$ cat config.mk
export PLATFORM = sky130hd
export DESIGN_NAME = fifo_modport
export DESIGN_NICKNAME = d
export VERILOG_FILES = /design/src/rtl/fifo_modport.sv
export SDC_FILE = /design/constraint.sdc
export NUM_CORES = 1
export LEC_CHECK = 0
export BUFFER_PORTS_ARGS = -buffer_cell sky130_fd_sc_hd__buf_2
export CAP_MARGIN = 20
export CORE_MARGIN = 5
export CORE_UTILIZATION = 55
export CTS_CLUSTER_SIZE = 28
export DETAILED_ROUTE_END_ITERATION = 12
export GPL_ROUTABILITY_DRIVEN = 1
export PLACE_DENSITY = 0.77
export SETUP_SLACK_MARGIN = 0.5
export SLEW_MARGIN = 20
export SYNTH_ARGS = -nofsm -noshare
export SYNTH_HDL_FRONTEND = slang
export SYNTH_SLANG_ARGS = --single-unit
$ cat constraint.sdc
create_clock -name wclk -period 2.3 [get_ports wclk]
set_input_delay 0.23 -clock wclk [delete_from_list [all_inputs] [get_ports wclk]]
set_output_delay 0.23 -clock wclk [all_outputs]
set_load 0.03 [all_outputs]
$ cat src/rtl/fifo_modport.sv
`default_nettype none
// ============================================================================
// Module      : fifo_modport
// Description : Single-clock synchronous FIFO backing the fifo_intf bundle.
//               Write port (winc/wdata/wfull) and read port
//               (rinc/rdata/rempty) share wclk. Flags are decoded from
//               registered ASIZE+1 bit pointers (MSB is the wrap bit).
//               Optional FIFO_ASSERT_EN compiles in protocol/flag checks.
// Revision    : 1.0 - initial release
// ============================================================================
module fifo_modport #(
    parameter int DSIZE = 8,
    parameter int ASIZE = 4
) (
    input  logic             wclk,
    input  logic             wrst_n,
    input  logic             winc,
    input  logic [DSIZE-1:0] wdata,
    output logic             wfull,
    input  logic             rinc,
    output logic [DSIZE-1:0] rdata,
    output logic             rempty
);

    localparam int             c_DEPTH   = 1 << ASIZE;
    localparam logic [ASIZE:0] c_PTR_ONE = {{ASIZE{1'b0}}, 1'b1};

    logic [DSIZE-1:0] r_mem [c_DEPTH];
    logic [ASIZE:0]   r_wptr;
    logic [ASIZE:0]   r_rptr;
    logic [DSIZE-1:0] r_rdata;

    logic             w_wr_en;
    logic             w_rd_en;
    logic             w_full;
    logic             w_empty;

    // Flags depend only on registered pointers, so they never follow winc/rinc.
    assign w_empty = (r_wptr == r_rptr);
    assign w_full  = (r_wptr[ASIZE] != r_rptr[ASIZE]) &&
                     (r_wptr[ASIZE-1:0] == r_rptr[ASIZE-1:0]);

    // Requests against a blocking flag are dropped without side effects.
    assign w_wr_en = winc && !w_full;
    assign w_rd_en = rinc && !w_empty;

    assign wfull  = w_full;
    assign rempty = w_empty;
    assign rdata  = r_rdata;

    // Storage array; contents survive reset, pointers make stale words unreachable.
    always_ff @(posedge wclk) begin
        if (w_wr_en) begin
            r_mem[r_wptr[ASIZE-1:0]] <= wdata;
        end
    end

    // Write pointer; wraps naturally modulo 2**(ASIZE+1).
    always_ff @(posedge wclk or negedge wrst_n) begin
        if (!wrst_n) begin
            r_wptr <= '0;
        end else if (w_wr_en) begin
            r_wptr <= r_wptr + c_PTR_ONE;
        end
    end

    // Read pointer and registered read data; rdata holds when no read is accepted.
    always_ff @(posedge wclk or negedge wrst_n) begin
        if (!wrst_n) begin
            r_rptr  <= '0;
            r_rdata <= '0;
        end else if (w_rd_en) begin
            r_rptr  <= r_rptr + c_PTR_ONE;
            r_rdata <= r_mem[r_rptr[ASIZE-1:0]];
        end
    end

`ifdef FIFO_ASSERT_EN
    // Inputs must be known whenever the block is out of reset.
    a_inputs_known : assert property (@(posedge wclk) disable iff (!wrst_n)
        !$isunknown({winc, wdata, rinc}))
        else $error("fifo_modport: X/Z on winc/wdata/rinc");

    // Reset must force the empty, not-full state.
    a_reset_flags : assert property (@(posedge wclk)
        !wrst_n |-> (rempty && !wfull))
        else $error("fifo_modport: flags wrong during reset");

    // Full and empty are mutually exclusive.
    a_flags_exclusive : assert property (@(posedge wclk)
        !(wfull && rempty))
        else $error("fifo_modport: wfull and rempty both set");

    // No accepted write while full.
    a_no_write_full : assert property (@(posedge wclk) disable iff (!wrst_n)
        !(w_wr_en && wfull))
        else $error("fifo_modport: write accepted while full");

    // No accepted read while empty.
    a_no_read_empty : assert property (@(posedge wclk) disable iff (!wrst_n)
        !(w_rd_en && rempty))
        else $error("fifo_modport: read accepted while empty");
`else
`endif

endmodule
`default_nettype wire

Word level (Yosys, flattened, before mapping)
Memories as Yosys holds them, arrays and structs flattened. A register that Yosys moved wholly into a read port is not among the register bits.
Index checks and enable logic that the tools add are counted.
{ "totals": {"register_bits": 10, "mem_bits_rw": 128, "inputBits": 12, "output_inout_bits": 10, "elab_cells": 16, "n_memories": 1} }
{ "classes": {"addsub": 2, "eq_ne": 3, "muxes": 2, "reduce_logical": 6} }
{ "mem_list": {"columns": ["memory", "words", "width", "rd", "rd_clocked_by_memory_dff", "write_ports", "line", "text"], "rows": [
  ["r_mem", 16, 8, 1, 1, 1, "28", "logic [DSIZE-1:0] r_mem [c_DEPTH];"]
]} }
{ "op_table": {"columns": ["op", "count"], "rows": [
  ["$add A5 B1 Y5 const B", 2],
  ["$eq A5 B5 Y1", 1],
  ["$eq A4 B4 Y1", 1],
  ["$logic_and A1 B1 Y1", 3],
  ["$logic_not A1 Y1", 3],
  ["$mux W1", 2],
  ["$ne A1 B1 Y1", 1]
]} }

Longest topological paths before layout
{ "logic_depth": {"ltp_word": 6, "mapped_depth": 7, "ltp_nobuf": 4} }

Worst setup path before layout
OpenSTA, ideal clock, no wires.
{ "synth_timing": {"kind": "register -> register", "start": "register r_rptr[0]", "end": "memory r_mem[3][0] (enable)", "setup_ns": 0.383, "t_arrival_ns": 1.692, "required_time_ns": 1.917, "slack_ns": 0.224, "stages_incl_launch_ff": 6, "path_buffers": 1, "synth_period_minus_slack_ns": 2.076, "cell_sequence": "dfrtp_1 -> buf_2 -> xnor2_1 -> nand4_2 -> o211ai_1 -> nor3_1"} }
{ "synth_via": {"elab_chain_cells": 6} }
{ "synth_lines": {"columns": ["item", "line", "text"], "rows": [
  ["start, declared", "30", "logic [ASIZE:0] r_rptr;"],
  ["start signal, assigned", "73", "r_rptr <= r_rptr + c_PTR_ONE;"],
  ["$eq A4 B4 Y1", "41", "(r_wptr[ASIZE-1:0] == r_rptr[ASIZE-1:0]);"],
  ["$logic_and A1 B1 Y1", "40", "assign w_full = (r_wptr[ASIZE] != r_rptr[ASIZE]) &&"],
  ["$logic_not A1 Y1", "44", "assign w_wr_en = winc && !w_full;"],
  ["$logic_and A1 B1 Y1", "44", null],
  ["$mux W1", "53", "if (w_wr_en) begin"],
  ["$mux W1 (not written as such)", "54", "r_mem[r_wptr[ASIZE-1:0]] <= wdata;"],
  ["end, declared", "28", null]
]} }
Every way passes these cells.

Final worst setup path
{ "layout_timing": {"start": "register r_rptr[1]", "end": "register r_rdata[7] (netlist: rdata[7]), read port of r_mem"} }
{ "layout_via": {"elab_chain_cells": 3} }
{ "layout_lines": {"columns": ["item", "line", "text"], "rows": [
  ["$eq A5 B5 Y1", "39", "assign w_empty = (r_wptr == r_rptr);"],
  ["$logic_not A1 Y1", "45", "assign w_rd_en = rinc && !w_empty;"],
  ["$logic_and A1 B1 Y1", "45", null],
  ["end, declared", "31", "logic [DSIZE-1:0] r_rdata;"]
]} }
Several ways; a longest one is shown, not always the timed one.
A chain may end at the register's enable or synchronous reset.

==> flow_summary.ini <==
[outcome]
result_of_the_run = complete, no violations

[power_and_ir_drop]
power_leakage_nw = 2.53
totalPowerFinal_w = 0.00969
powerDensity_nw_per_um2 = 1350
vdd_drop_max_mv = 0.845

[timing]
postLayoutSetupSlackWorst_ns = 0.206
worstMarginPinSlew_ns = 0.571
fin_tns_setup_ns = 0
finalHoldViolations = 0
timing_max_transition_violations_final = 0
period_needed_ns = 2.09
clock.fmax_mhz = 477
fin_worst_hold_slack_ns = 0.0715
grt_setup_unrepaired = yes
max-slew-margin-rel = 0.620
setup-violations-final = 0
finalCritPeriodShare = 0.911
skew_ns = 0.00974

[critical_path]
cpLargestDelayFamily = multiplexers
worst_r2r_setup_slack_ns = 0.21
critPathMaxFanout = 13
crit_chain = buf_12, mux4_2, mux2_4, a22o_1, mux2_2
cp_data_arrival_time_ns = 2.50
cp.depth = 5
critical_path.endpoint_type = flop
worst_setup_path_start_kind = flop
critPathBufInv = 1
max_stage_delay_ns = 0.52
crit_type = reg -> reg
critical-path-slowest-cell = mux4_2
worstPathRequired_ns = 2.71
worst_r2r_path_depth = 5

[cts]
clk_transition_reported_paths_ns = 0.06
cts_tree = yes
ctsLongestPathBuffers = 2
clock_tree.htree_level_count = 4
clk-insertion-delay-late_ns = 0.52
cts.sinks = 146
cts-buffers-inserted = 17
clock-root-buffer = clkbuf_8

[routing]
via_density_per_instance = 5.87
first_iter_violations = 248
detail-route-antenna-nets = 0
wl_per_cell_um = 24.1
drcViolationCount = 0
totalWireLength_mm = 12.2
drt-pass1-iter-count = 4
vias = 2970

[final_layout]
num-nets-final = 370
antennaDiodeCount = 0
fraction_of_final_layout_cells_with_drive_strength_greater_than_1 = 0.413
mostFrequentLayoutCells = edfxtp_1 (128), mux4_2 (22), buf_2 (19), clkbuf_16 (17)
layout_commonest_cell = edfxtp_1
area.growth.synth_to_final_pct = 20.7

[logic_synthesis]
yosysWarningCount = 0
netlist-cell-type-count = 28
synthesis.nets = 318
muxShareOfSynthArea = 0.160
syn_inst = 301
postSynthAreaPerCell_um2 = 19.8
synth-simple-area-share = 0.0359
synth_xor_xnor_area_share = 0.0206
yosys_register_bits = 146
post_synth_instance_area_um2 = 5950
yosys.area_share.adder = 0.0105
synth_top_family_by_area = multiplexers
synth-compound-area-share = 0.0353
synth_seq_area_share = 0.721

[floorplan]
fp-row-count = 38
total_die_area_um2 = 13000
dieHeight_um = 114
i_o_pins = 22
initial_utilization = 0.554
chipWidth_um = 114
coreArea_um2 = 10700

[worst_hold_path]
hp-class = in -> reg
hold-path-cell-count = 3

[place]
hpwlAfterDp_mm = 7.41
port_buffers = 21
dp_worst_setup_slack_ns = 0.164
gp_congestion = 0.783

[global_routing]
grt_first_pass_wirelength_mm = 18.7
global_route.overflow_total = 0
pin_count_of_the_biggest_net_entering_global_routing = 32
grtUsageTotal = 0.203
antenna_found_initial = 0
first_global_vias = 3123

[flow_run]
drv_cap = 0
[cells by family after synthesis]
logic type | after synthesis
adders and majority gates | 5
AOI/OAI and AO/OA | 24
buffers and inverters | 19
muxes | 58
DFF | 146
and+or+nand+nor | 35
xor gates and xnor gates | 14
[area by class of cell]
class,instances,area [µm²]
fill,704,3560
tap,140,175
sequential,146,4300
clock buffer,20,425
timing repair buffer,49,424
inverter,3,11.3
clock inverter,12,134
multi-input combinational,136,1710
[through the flow]
step,area (µm²),utilization,instances
floorplan,6060,-,301
detailed placement,6380,0.594,462
global route,7190,0.669,506
finish,7190,0.669,506
CTS,7090,0.660,502
global placement,6380,0.594,462
[worst reg2reg max path, cell delays in order, from the launching register on]
cell	delay, ns
dfrtp_2	0.47
buf_12	0.20
mux4_2	0.53
mux2_4	0.30
a22o_1	0.22
mux2_2	0.26
[report_power, final]
| group | total [W] | internal (W) | switching, W |
|---|---|---|---|
| clock | 0.00259 | 0.00155 | 0.00104 |
| combinational | 0.00353 | 0.00178 | 0.00175 |
| sequential | 0.00357 | 0.00331 | 0.000265 |
[sequential cells by signal, summed over array words and instances, names as in the netlist]
register	flops
r_mem	128
r_rptr	5
r_wptr	5
rdata	8
[timing repair]
item,4_1_cts,5_1_grt
endpoints found under the hold margin,18,0
hold buffers,1,0
pin swaps,4,2
cloned,0,1
setup buffers,7,3
gates resized for setup,23,9
setup endpoints to repair,115,84
[worst paths after layout]
path                            startpoint         to
worst min register to register    rdata[7]   rdata[7]
worst min-delay path                  rinc  r_rptr[2]
worst max register to register   r_rptr[1]   rdata[7]
min in group asynchronous           wrst_n   rdata[5]
max in group asynchronous           wrst_n  r_wptr[1]
worst max-delay path             r_rptr[1]   rdata[7]
[synth_stat cells]
| cell | n | share of area |
|---|---|---|
| buf_2 | 6 | 0.0050 |
| nor2_1 | 4 | 0.0025 |
| nand2b_1 | 8 | 0.0084 |
| a22o_1 | 8 | 0.012 |
| nor3_1 | 1 | 0.00084 |
| mux2_2 | 18 | 0.034 |
| inv_1 | 3 | 0.0019 |
| ha_1 | 5 | 0.011 |
| nor2b_1 | 5 | 0.0053 |
| o2111ai_1 | 1 | 0.0015 |
| mux4_2 | 11 | 0.042 |
| mux2i_1 | 16 | 0.027 |
| clkbuf_1 | 4 | 0.0025 |
| a221oi_1 | 8 | 0.012 |
| o21ai_4 | 1 | 0.0027 |
| and3_1 | 15 | 0.016 |
| o21a_1 | 1 | 0.0013 |
| and2_1 | 1 | 0.0011 |
| edfxtp_1 | 128 | 0.65 |
| o211ai_1 | 5 | 0.0063 |
| buf_6 | 2 | 0.0038 |
| dfrtp_1 | 18 | 0.076 |
| buf_4 | 1 | 0.0013 |
| xnor2_1 | 13 | 0.019 |
| nand4_2 | 1 | 0.0021 |
| buf_1 | 3 | 0.0019 |
| mux4_1 | 13 | 0.057 |
| xor2_1 | 1 | 0.0015 |
[layer usage]
layer	share of wire	wire, µm	track usage
met4	0.0080	97	0.0705
met5	0	0	0
met2	0.50	6060	0.319
met3	0.069	838	0.0493
met1	0.43	5190	0.281
Note: power is estimated with default switching activity, not from simulation.
